===== config.mk =====
export PLATFORM = sky130hd
export DESIGN_NAME = vc_input_unit
export DESIGN_NICKNAME = d
export VERILOG_FILES = /design/src/rtl/noc_pkg.sv /design/src/rtl/vc_buffer.sv /design/src/rtl/vc_input_unit.sv
export SDC_FILE = /design/constraint.sdc
export NUM_CORES = 1
export LEC_CHECK = 0
export CAP_MARGIN = 10
export CORE_MARGIN = 3
export CORE_UTILIZATION = 50
export CTS_CLUSTER_SIZE = 24
export DETAILED_ROUTE_END_ITERATION = 8
export PLACE_DENSITY = 0.67
export SLEW_MARGIN = 20
export SYNTH_ARGS = -nofsm -noshare
export SYNTH_HDL_FRONTEND = slang
export SYNTH_HIERARCHICAL = 1
export SYNTH_SLANG_ARGS = --single-unit

===== constraint.sdc =====
create_clock -name clk -period 9.8 [get_ports clk]
set_clock_uncertainty 0.1 [all_clocks]
set_input_delay 0.98 -clock clk [delete_from_list [all_inputs] [get_ports clk]]
set_output_delay 0.98 -clock clk [all_outputs]
set_load 0.005 [all_outputs]

===== src/rtl/noc_pkg.sv =====
// Shared NoC types, flit field offsets, port constants and the XY route helper.
// FLIT_DATA_WIDTH falls back to 32 when the build does not set it.
`ifndef FLIT_DATA_WIDTH
`define FLIT_DATA_WIDTH 32
`endif

package noc_pkg;

   typedef enum logic [1:0] {
      BODY     = 2'b00,
      TAIL     = 2'b01,
      HEAD     = 2'b10,
      HEADTAIL = 2'b11
   } flit_type_e;

   typedef enum logic [1:0] {
      IDLE,
      ROUTING,
      VA_WAIT,
      ACTIVE
   } vc_state_e;

   // Field positions counted down from the flit MSB: bit W-HEAD_OFS marks a
   // head, bit W-TAIL_OFS marks a tail, dest starts at bit W-DEST_OFS.
   localparam int HEAD_OFS = 1;
   localparam int TAIL_OFS = 2;
   localparam int DEST_OFS = 3;

   localparam int PORT_LOCAL = 0;
   localparam int PORT_N     = 1;
   localparam int PORT_S     = 2;
   localparam int PORT_E     = 3;
   localparam int PORT_W     = 4;

   // Dimension-ordered routing: X first, then Y. Row index grows southward.
   function automatic int route_compute(int cur_id, int dst_id, int per_row);
      int cx, cy, dx, dy;
      cx = cur_id % per_row;
      cy = cur_id / per_row;
      dx = dst_id % per_row;
      dy = dst_id / per_row;
      if (dx > cx) return PORT_E;
      if (dx < cx) return PORT_W;
      if (dy > cy) return PORT_S;
      if (dy < cy) return PORT_N;
      return PORT_LOCAL;
   endfunction

endpackage


===== src/rtl/vc_buffer.sv =====
// Per-VC circular flit FIFO. Head is combinational off the read pointer;
// a push into a full buffer is accepted only if a pop frees a slot that cycle.
module vc_buffer #(
   parameter  int DEPTH    = 8,
   parameter  int WIDTH    = 32,
   localparam int PTR_BITS = $clog2(DEPTH)
) (
   input  logic              clk,
   input  logic              reset,
   input  logic              push,
   input  logic              pop,
   input  logic [WIDTH-1:0]  din,
   output logic [WIDTH-1:0]  dout,
   output logic [PTR_BITS:0] count
);

   logic [WIDTH-1:0]    mem [DEPTH];
   logic [PTR_BITS-1:0] rd_ptr, wr_ptr;
   logic                full, empty, wr_en, rd_en;

   assign full  = (count == (PTR_BITS+1)'(DEPTH));
   assign empty = (count == '0);
   assign wr_en = push && (!full || pop);
   assign rd_en = pop && !empty;
   assign dout  = mem[rd_ptr];

   always_ff @(posedge clk or negedge reset) begin
      if (!reset) begin
         rd_ptr <= '0;
         wr_ptr <= '0;
         count  <= '0;
      end else begin
         if (wr_en) wr_ptr <= wr_ptr + PTR_BITS'(1);
         if (rd_en) rd_ptr <= rd_ptr + PTR_BITS'(1);
         case ({wr_en, rd_en})
            2'b10:   count <= count + (PTR_BITS+1)'(1);
            2'b01:   count <= count - (PTR_BITS+1)'(1);
            default: count <= count;
         endcase
      end
   end

   // Storage carries no reset; clearing the pointers discards its contents.
   always_ff @(posedge clk) begin
      if (wr_en) mem[wr_ptr] <= din;
   end

endmodule


===== src/rtl/vc_input_unit.sv =====
// Wormhole VC router input port: per-VC buffers, route/VA/SA state machines, credits.
// Define VC_INPUT_UNIT_OCCUPANCY_EN to expose per-VC occupancy and hol_stall.
module vc_input_unit
   import noc_pkg::*;
#(
   parameter  int NUM_PORTS      = 5,
   parameter  int NUM_VC         = 4,
   parameter  int BUFFER_DEPTH   = 8,
   parameter  int FLIT_WIDTH     = `FLIT_DATA_WIDTH,
   parameter  int NUM_ROUTERS    = 16,
   parameter  int ROUTER_PER_ROW = 4,
   parameter  int ROUTER_ID      = 0,
   localparam int VC_BITS        = $clog2(NUM_VC),
   localparam int PTR_BITS       = $clog2(BUFFER_DEPTH),
   localparam int ROUTER_ID_BITS = $clog2(NUM_ROUTERS)
) (
   input  logic                                  clk,
   input  logic                                  reset,
   input  logic                                  in_valid,
   input  logic [VC_BITS-1:0]                    in_vc,
   input  logic [FLIT_WIDTH-1:0]                 in_flit,
   output logic                                  upstr_credit,
   output logic [VC_BITS-1:0]                    upstr_credit_vc,
   output logic [NUM_VC-1:0]                     va_req,
   output logic [NUM_VC-1:0][NUM_PORTS-1:0]      va_dst_port,
   input  logic [NUM_VC-1:0]                     va_grant,
   input  logic [NUM_VC-1:0][VC_BITS-1:0]        va_grant_vc,
   output logic [NUM_VC-1:0]                     sa_req,
   input  logic [NUM_VC-1:0]                     sa_grant,
   output logic                                  out_valid,
   output logic [FLIT_WIDTH-1:0]                 out_flit,
   output logic [NUM_PORTS-1:0]                  out_port,
   output logic [VC_BITS-1:0]                    out_vc,
`ifdef VC_INPUT_UNIT_OCCUPANCY_EN
   output logic [NUM_VC-1:0][PTR_BITS:0]         occupancy,
   output logic [NUM_VC-1:0]                     hol_stall,
`endif
   output logic [1:0]                            err_flags
);

   function automatic logic [NUM_PORTS-1:0] index_2_one_hot(int idx);
      logic [NUM_PORTS-1:0] oh;
      for (int p = 0; p < NUM_PORTS; p++) oh[p] = (p == idx);
      return oh;
   endfunction

   logic [NUM_VC-1:0][FLIT_WIDTH-1:0] head_flit;
   logic [NUM_VC-1:0][PTR_BITS:0]     count;
   logic [NUM_VC-1:0][NUM_PORTS-1:0]  route_v;
   logic [NUM_VC-1:0][VC_BITS-1:0]    ovc_v;
   logic [NUM_VC-1:0] empty, full, push, pop, sa_pop, discard, discard_req, is_vawait;
   logic              sa_onehot, sa_ok, err_full, err_ill;
   logic [FLIT_WIDTH-1:0] sel_flit;
   logic [NUM_PORTS-1:0]  sel_port;
   logic [VC_BITS-1:0]    sel_ovc, pop_vc;

   // A grant only pops when it is one-hot and lands on a requesting VC.
   assign sa_onehot = (sa_grant != '0) && ((sa_grant & (sa_grant - NUM_VC'(1))) == '0);
   assign sa_ok     = sa_onehot && ((sa_grant & ~sa_req) == '0);
   assign sa_pop    = sa_ok ? sa_grant : '0;

   // Stray BODY/TAIL heads are flushed one VC per cycle, only when SA leaves the credit slot free.
   assign discard = (sa_pop == '0) ? (discard_req & (~discard_req + NUM_VC'(1))) : '0;
   assign pop     = sa_pop | discard;

   assign err_full = in_valid && full[in_vc] && !pop[in_vc];
   assign err_ill  = ((sa_grant != '0) && !sa_ok) || ((va_grant & ~is_vawait) != '0)
                   || (discard != '0);

   for (genvar g = 0; g < NUM_VC; g++) begin : g_vc
      vc_state_e            state_q, state_d;
      logic [NUM_PORTS-1:0] route_q;
      logic [VC_BITS-1:0]   ovc_q;
      logic                 head_is_head, head_is_tail;

      assign push[g] = in_valid && (in_vc == VC_BITS'(g));

      vc_buffer #(.DEPTH(BUFFER_DEPTH), .WIDTH(FLIT_WIDTH)) u_buf (
         .clk   (clk),
         .reset (reset),
         .push  (push[g]),
         .pop   (pop[g]),
         .din   (in_flit),
         .dout  (head_flit[g]),
         .count (count[g])
      );

      assign empty[g]     = (count[g] == '0);
      assign full[g]      = (count[g] == (PTR_BITS+1)'(BUFFER_DEPTH));
      assign head_is_head = head_flit[g][FLIT_WIDTH-HEAD_OFS];
      assign head_is_tail = head_flit[g][FLIT_WIDTH-TAIL_OFS];

      assign discard_req[g] = (state_q == IDLE) && !empty[g] && !head_is_head;
      assign is_vawait[g]   = (state_q == VA_WAIT);
      assign va_req[g]      = (state_q == VA_WAIT);
      assign va_dst_port[g] = (state_q == VA_WAIT) ? route_q : '0;
      assign sa_req[g]      = (state_q == ACTIVE) && !empty[g];
      assign route_v[g]     = route_q;
      assign ovc_v[g]       = ovc_q;

      always_comb begin
         state_d = state_q;
         case (state_q)
            IDLE:    if (!empty[g] && head_is_head) state_d = ROUTING;
            ROUTING: state_d = VA_WAIT;
            VA_WAIT: if (va_grant[g]) state_d = ACTIVE;
            ACTIVE:  if (sa_pop[g] && head_is_tail) state_d = IDLE;
            default: state_d = IDLE;
         endcase
      end

      always_ff @(posedge clk or negedge reset) begin
         if (!reset) begin
            state_q <= IDLE;
            route_q <= '0;
            ovc_q   <= '0;
         end else begin
            state_q <= state_d;
            if (state_q == ROUTING)
               route_q <= index_2_one_hot(route_compute(ROUTER_ID,
                  int'(head_flit[g][FLIT_WIDTH-DEST_OFS -: ROUTER_ID_BITS]), ROUTER_PER_ROW));
            if ((state_q == VA_WAIT) && va_grant[g]) ovc_q <= va_grant_vc[g];
         end
      end
   end

   // pop is at most one-hot, so a priority scan is a plain mux.
   always_comb begin
      sel_flit = '0;
      sel_port = '0;
      sel_ovc  = '0;
      pop_vc   = '0;
      for (int i = 0; i < NUM_VC; i++) begin
         if (pop[i]) begin
            sel_flit = head_flit[i];
            sel_port = route_v[i];
            sel_ovc  = ovc_v[i];
            pop_vc   = VC_BITS'(i);
         end
      end
   end

   always_ff @(posedge clk or negedge reset) begin
      if (!reset) begin
         out_valid       <= 1'b0;
         out_flit        <= '0;
         out_port        <= '0;
         out_vc          <= '0;
         upstr_credit    <= 1'b0;
         upstr_credit_vc <= '0;
         err_flags       <= '0;
      end else begin
         out_valid       <= (sa_pop != '0);
         out_flit        <= (sa_pop != '0) ? sel_flit : '0;
         out_port        <= (sa_pop != '0) ? sel_port : '0;
         out_vc          <= (sa_pop != '0) ? sel_ovc  : '0;
         upstr_credit    <= (pop != '0);
         upstr_credit_vc <= pop_vc;
         err_flags       <= err_flags | {err_ill, err_full};
      end
   end

`ifdef VC_INPUT_UNIT_OCCUPANCY_EN
   assign occupancy = count;

   always_ff @(posedge clk or negedge reset) begin
      if (!reset) hol_stall <= '0;
      else        hol_stall <= sa_req & ~sa_pop;
   end
`endif

endmodule


After elaboration in Yosys (flattened, before gate mapping)
Memory sizes are Yosys's and may differ from the RTL's.
Index checks and enable logic that the tools add are counted.
{"block": "totals", "register_bits": 121, "n_memories": 4, "mem_bits_rw": 1024, "word_cells": 372, "rom_bits": 0, "latchBits": 0, "input_bits": 53, "output_inout_bits": 73}
{"memory": "g_vc[0].u_buf.mem", "depth": 8, "word_bits": 32, "read_ports": 1, "rd_clocked_by_memory_dff": 0, "write_ports": 1, "line_no": "vc_buffer.sv:17", "rtl": "logic [WIDTH-1:0] mem [DEPTH];"}
{"memory": "g_vc[1].u_buf.mem", "depth": 8, "word_bits": 32, "read_ports": 1, "rd_clocked_by_memory_dff": 0, "write_ports": 1, "line_no": "vc_buffer.sv:17"}
{"memory": "g_vc[2].u_buf.mem", "depth": 8, "word_bits": 32, "read_ports": 1, "rd_clocked_by_memory_dff": 0, "write_ports": 1, "line_no": "vc_buffer.sv:17"}
{"memory": "g_vc[3].u_buf.mem", "depth": 8, "word_bits": 32, "read_ports": 1, "rd_clocked_by_memory_dff": 0, "write_ports": 1, "line_no": "vc_buffer.sv:17"}
{"block": "op_classes", "mul": 0, "bitwise_logic": 9, "n_shift": 0, "magnitude_cmp": 17, "n_reduce_logical": 90, "addsub": 18, "mux": 148, "n_eq_ne": 55, "div_mod_pow": 0}
{"operator": "two-way mux 32 bit", "n": 37}
{"operator": "equality test 3 x 32 -> 1 bit, first input constant", "n": 8}
{"operator": "equality test 2 x 32 -> 1 bit, first input constant", "n": 4}
{"operator": "equality test 4 x 32 -> 1 bit, first input constant", "n": 4}
{"operator": "logical NOT 32 bit", "n": 4}
{"operator": "two-way mux 1 bit", "n": 67}
{"operator": "two-way mux 2 bit", "n": 23}
{"operator": "two-way mux 5 bit", "n": 9}
{"operator": "logical AND 1 bit", "n": 41}
{"operator": "one-hot mux 2 bit (4 select lines)", "n": 4}
{"operator": "one-hot mux 4 bit (2 select lines)", "n": 4}
{"operator": "equality test 2 bit, second input constant", "n": 14}
{"operator": "logical NOT 4 bit", "n": 7}
{"operator": "adder 3 x 1 -> 3 bit, second input constant", "n": 8}
{"operator": "adder 4 x 1 -> 4 bit, second input constant", "n": 5}
{"operator": "nonzero test 4 bit", "n": 5}
{"operator": "subtractor 4 x 1 -> 4 bit, second input constant", "n": 5}
{"operator": "equality test 2 x 1 -> 1 bit, second input constant", "n": 9}
{"operator": "bitwise AND 4 bit", "n": 4}
{"operator": "equality test 4 bit, second input constant", "n": 4}
{"operator": "> comparator 2 x 1 -> 1 bit, second input constant", "n": 8}
{"operator": "less-than comparator 2 x 1 -> 1 bit, second input constant", "n": 8}
{"operator": "inequality test 2 x 1 -> 1 bit, second input constant", "n": 8}
{"operator": "logical NOT 1 bit", "n": 14}
{"operator": "11 further kinds", "n": 33}

Depth between registers and ports, before layout
An unclocked memory read counts as a cell.
{"block": "depth", "depth_word": 19, "depth_mapped": 19, "depth_no_buf": 17}

Cells and area by module
The synthesis kept the hierarchy.
{"module": "vc_buffer at g_vc[1].u_buf", "n_inst": 1, "area_per_inst_um2": 10361.2, "cells_per_inst": 430, "seq_area_each_um2": 7937.6}
{"module": "vc_buffer at g_vc[3].u_buf", "n_inst": 1, "area_per_inst_um2": 10306.1, "cells_per_inst": 429, "seq_area_each_um2": 7937.6}
{"module": "vc_buffer at g_vc[2].u_buf", "n_inst": 1, "area_per_inst_um2": 10302.4, "cells_per_inst": 429, "seq_area_each_um2": 7937.6}
{"module": "vc_buffer at g_vc[0].u_buf", "n_inst": 1, "area_per_inst_um2": 10301.1, "cells_per_inst": 429, "seq_area_each_um2": 7937.6}
{"module": "vc_input_unit", "n_inst": 1, "area_per_inst_um2": 4272.8, "cells_per_inst": 453, "seq_area_each_um2": 1901.8}

Worst setup path before layout
OpenSTA, ideal clock, no wires.
{"block": "synth_timing", "path_type": "register -> register", "start": "register g_vc[1].u_buf.rd_ptr[0]", "end": "memory g_vc[1].u_buf.mem[0][0], enable pin", "slack_ns": 3.807, "t_required_ns": 9.199, "t_arrival_ns": 5.392, "n_path_buf": 2, "setup_ns": 0.501, "period_less_slack_ns": 5.993, "path_stages_with_launch": 10, "cell_sequence": "dfrtp_1 > buf_6 > buf_6 > mux4_2 > mux2_2 > nor3_1 > a32o_1 > nand2b_1 > o21ai_4 > nor4_1"}
{"block": "synth_via", "elab_chain_len": 12}
{"element": "from (decl)", "line_no": "vc_buffer.sv:18", "rtl": "logic [PTR_BITS-1:0] rd_ptr, wr_ptr;"}
{"element": "from (signal assigned)", "line_no": "vc_buffer.sv:34", "rtl": "if (rd_en) rd_ptr <= rd_ptr + PTR_BITS'(1);"}
{"element": "memory (8 x 32 bit) (*)"}
{"element": "via g_vc[1].head_is_head", "line_no": "vc_input_unit.sv:74", "rtl": "logic head_is_head, head_is_tail;"}
{"element": "logical NOT 1 bit (*)", "line_no": "vc_input_unit.sv:93", "rtl": "assign discard_req[g] = (state_q == IDLE) && !empty[g] && !head_is_head;"}
{"element": "logical AND 1 bit (*)", "line_no": "vc_input_unit.sv:93"}
{"element": "inverter 4 bit", "line_no": "vc_input_unit.sv:63", "rtl": "assign discard = (sa_pop == '0) ? (discard_req & (~discard_req + NUM_VC'(1))) : '0;"}
{"element": "adder 4 x 1 -> 4 bit", "line_no": "vc_input_unit.sv:63"}
{"element": "bitwise AND 4 bit (*)", "line_no": "vc_input_unit.sv:63"}
{"element": "two-way mux 4 bit (*)", "line_no": "vc_input_unit.sv:63"}
{"element": "OR 4 bit (*)", "line_no": "vc_input_unit.sv:64", "rtl": "assign pop = sa_pop | discard;"}
{"element": "via pop[1]", "line_no": "vc_input_unit.sv:51", "rtl": "logic [NUM_VC-1:0] empty, full, push, pop, sa_pop, discard, discard_req, is_vawait;"}
{"element": "logical OR 1 bit (*)", "line_no": "vc_buffer.sv:23", "rtl": "assign wr_en = push && (!full || pop);"}
{"element": "logical AND 1 bit (*)", "line_no": "vc_buffer.sv:23"}
{"element": "two-way mux 1 bit (*)", "line_no": "vc_buffer.sv:45", "rtl": "if (wr_en) mem[wr_ptr] <= din;"}
{"element": "two-way mux 1 bit (implied by the code) (*)", "line_no": "vc_buffer.sv:45"}
{"element": "to (decl)", "line_no": "vc_buffer.sv:17"}
Mark *: on every way through the listed nets, which the timed path passes. The rest lies on a longest branch.

Final worst setup path
{"block": "layout_timing", "start": "register g_vc[2].u_buf.rd_ptr[0]", "end": "memory g_vc[2].u_buf.mem[4][8], enable pin"}
{"block": "layout_via", "elab_chain_len": 12}
{"element": "from (decl)", "line_no": "vc_buffer.sv:18"}
{"element": "from (signal assigned)", "line_no": "vc_buffer.sv:34"}
{"element": "memory (8 x 32 bit) (*)"}
{"element": "via g_vc[2].head_is_head", "line_no": "vc_input_unit.sv:74"}
{"element": "logical NOT 1 bit (*)", "line_no": "vc_input_unit.sv:93"}
{"element": "logical AND 1 bit (*)", "line_no": "vc_input_unit.sv:93"}
{"element": "inverter 4 bit", "line_no": "vc_input_unit.sv:63"}
{"element": "adder 4 x 1 -> 4 bit", "line_no": "vc_input_unit.sv:63"}
{"element": "bitwise AND 4 bit (*)", "line_no": "vc_input_unit.sv:63"}
{"element": "two-way mux 4 bit (*)", "line_no": "vc_input_unit.sv:63"}
{"element": "OR 4 bit (*)", "line_no": "vc_input_unit.sv:64"}
{"element": "via pop[2]", "line_no": "vc_input_unit.sv:51"}
{"element": "logical OR 1 bit (*)", "line_no": "vc_buffer.sv:23"}
{"element": "logical AND 1 bit (*)", "line_no": "vc_buffer.sv:23"}
{"element": "two-way mux 1 bit (*)", "line_no": "vc_buffer.sv:45"}
{"element": "two-way mux 1 bit (implied by the code) (*)", "line_no": "vc_buffer.sv:45"}
{"element": "to (decl)", "line_no": "vc_buffer.sv:17"}
Marked as above.

==> flow_summary.toml <==
[logic_synthesis]
syn-instance-count = 2170
async_flop_share_pct = 10.18
synth_top_area_share_pct = 67.52
synth_area_leaders = "edfxtp_1, mux4_2, dfrtp_1"
syn_avg_cell_area_sq_um = 20.99
synth_top_area_cell = "edfxtp_1"
ys.flop_type = "edfxtp_1"
synth.distinct_cells = 70
yosysWarnings = 6
seq_area_frac_synth_pct = 73.89
synth_edf_count = 1024
syn_area_sq_um = 45540
ys_ff_latch = 1140

[worst_setup_path]
start_kind = "flop"
path_class = "reg -> reg"
timing.rr.start = "g_vc[2].u_buf/rd_ptr[0]$_DFFE_PN0P_"
r2r_end = "g_vc[2].u_buf/mem[4][8]$_DFFE_PP_"
critPathMaxFanout = 44
r2r_cells = 9
worst_ep_arrival_time_ns = 5.83
required_ns = 9.99
worstSetupEndpointType = "flop"
rrSetupSlack_ns = 4.16

[sta]
tightest_slew_ns = 1.101
setup_tns_ns = 0
post-route-min-period_ns = 5.635
finalMaxSlewViolations = 0
min_period_over_period_pct = 57.50
hold_violations = 0
max_freq_mhz = 177.5
grt_setup_unrepaired = "false"
setup_violations = 0
slew_headroom_pct = 26.44

[cts]
insertion_delay_ns = 0.69
hold_buffers = 0
root_buffer = "clkbuf_16"
clk_pin_slew_ns = 0.06
post_cts_buffers = 0
cts.path.max_buffers = 3
cts_tree = "built"
cts_buffers = 113
ctsResizeCount = 0
cts_sinks = 1140
cts_max_level = 3

[finish]
drive_gt1_share_pct = 24.99
fin_nets = 2452
area_growth_pct = 14.07
design_area_sq_um = 51950
mostFrequentLayoutCell = "edfxtp_1"
layout_common_cells = "edfxtp_1, mux4_2, mux2_2"
final_cell_count_no_fill = 3629
fillers = 6490
antenna_cells = 0

[floorplanning]
die_h_microns = 307.8
core_area_sq_um = 90150
fp.dieW_microns = 307.8
dieArea_sq_um = 94740
io_pins = 126
start_util_pct = 50.52
num_rows = 110

[run]
drv_cap = 0

[placement]
dp_cells = 3416
gp_congestion = 0.8766
place_area_sq_um = 48070
hpwl_mm = 64.19
portBuffers = 120

[grt]
grt_overflow = 0
grt_pass1_vias = 22220
grt_pass1_wl_mm = 155.2
antenna_found_initial = 3
track_usage_pct = 22.64
grt_max_degree = 67

[detailed_routing]
first_pass_iters = 6
route.detailed.drc = 0
dr_wl_met2_mm = 52.76
drt-vias-per-instance = 6.103
routed.top_layer = "met4"
met3WireLength_mm = 7.387
drt-total-wl_mm = 106.4
vias = 22150
drtIter0Drc = 2598
wl_met1_mm = 43.37
ant_nets = 0
routedWlPerCell_microns = 29.32

[power_and_ir_drop]
vdd_drop_max_mv = 0.1805
power.density_nw_per_um2 = 270.6
p_leak_nw = 17.26

[min_path]
hold_class = "in -> async"

[outcome]
outcome = "completed"
[area by class of cell]
cell class                      count  area [sq um]  area share [%]
Inverter                           64         240.2          0.4624
Tap cell                         1176          1471           2.832
Clock inverter                     77         759.5           1.462
Timing Repair Buffer              178          1698           3.268
Multi-Input combinational cell    866         11180           21.52
Sequential cell                  1140         33680           64.83
Clock buffer                      128          2925           5.631
[kinds of logic after synthesis]
family,count (synthesis),share of synthesized area [%]
DFF,1140,73.89
muxes,411,17.31
and+or+nand+nor,203,2.316
AOI/OAI and AO/OA,179,2.775
buffers and inverters,168,2.099
adders and majority gates,36,0.9890
xor gates and xnor gates,32,0.6154
other,1,0.008234
[Yosys cell counts, types with 3 or more instances]
master / number
clkbuf_1: 43
a21oi_1: 46
a2111oi_0: 38
nand3b_1: 4
buf_4: 6
nor2b_1: 7
ha_1: 36
nand3_1: 6
buf_12: 8
buf_2: 18
mux2_2: 147
mux2i_1: 3
nor3_1: 17
xor2_1: 15
nor2_1: 48
or3_1: 6
dfrtp_1: 116
o21ai_0: 12
inv_1: 61
nand2_1: 43
edfxtp_1: 1024
nor4_1: 13
a222oi_1: 4
or4_1: 4
mux2_1: 5
o41ai_1: 3
nor4b_1: 3
xnor2_1: 17
a221oi_1: 3
mux4_1: 100
and2_1: 18
o22ai_1: 37
buf_8: 8
o21a_1: 8
nand4_1: 3
nand2b_1: 21
buf_6: 8
o211ai_1: 7
buf_1: 13
mux4_2: 156
[worst max-delay path by stage]
stage               slack, ns  cells after the start                                  to                                start
global placement         4.15                     11  g_vc[0].u_buf/mem[2][14]$_DFFE_PP_                          sa_grant[3]
floorplan                3.81                      9   g_vc[1].u_buf/mem[0][0]$_DFFE_PP_  g_vc[1].u_buf/rd_ptr[0]$_DFFE_PN0P_
detailed placement       4.00                     11   g_vc[0].u_buf/mem[4][8]$_DFFE_PP_                          sa_grant[3]
CTS                      4.17                      9  g_vc[2].u_buf/mem[7][28]$_DFFE_PP_  g_vc[2].u_buf/rd_ptr[0]$_DFFE_PN0P_
finish                   4.16                      9   g_vc[2].u_buf/mem[4][8]$_DFFE_PP_  g_vc[2].u_buf/rd_ptr[0]$_DFFE_PN0P_
global route             3.85                      9   g_vc[2].u_buf/mem[4][8]$_DFFE_PP_  g_vc[2].u_buf/rd_ptr[0]$_DFFE_PN0P_
[power by group]
group	switching [mW]	internal, mW
logic	1.93	1.82
registers	0.425	5.63
clock network	1.79	2.46
total	4.15	9.91
[stage by stage]
step / worst slack (ns) / hold WS [ns] / power, mW / utilization, %
4_1_cts: 4.167 / 0.1494 / 14.17 / 57.42
3_3_place_gp: 4.148 / 0.3859 / 9.835 / 53.27
6_report: 4.165 / 0.1601 / 14.06 / 57.63
5_1_grt: 3.852 / 0.1839 / 14.65 / 57.63
3_5_place_dp: 4.004 / 0.3975 / 9.922 / 53.33
2_1_floorplan: 3.807 / 0.3652 / 8.685 / -
[state kept, by name (all words and copies together), names as in the netlist]
register	cells
g_vc.u_buf/rd_ptr	12
g_vc.route_q	16
out_valid	1
g_vc.u_buf/count	16
upstr_credit	1
g_vc.ovc_q	8
out_port	4
upstr_credit_vc	2
g_vc.state_q	8
g_vc.u_buf/wr_ptr	12
out_flit	32
g_vc.u_buf/mem	1024
out_vc	2
err_flags	2
[critical path: stages (launching register included)]
cell      delay (ns)
dfrtp_4         0.70
buf_4           0.73
mux4_1          0.70
mux2_2          0.37
nor3b_1         0.48
a32o_1          0.39
nand2b_1        0.14
o21a_1          0.29
nand2b_1        0.31
nor2_4          0.91
[metal layers]
layer	track usage (%)	up-vias
met5	0	-
met4	6.397	0
met3	3.115	149
met2	37.41	921
met1	32.02	11680
li1	-	9402
(Power assumes the default switching activity.)
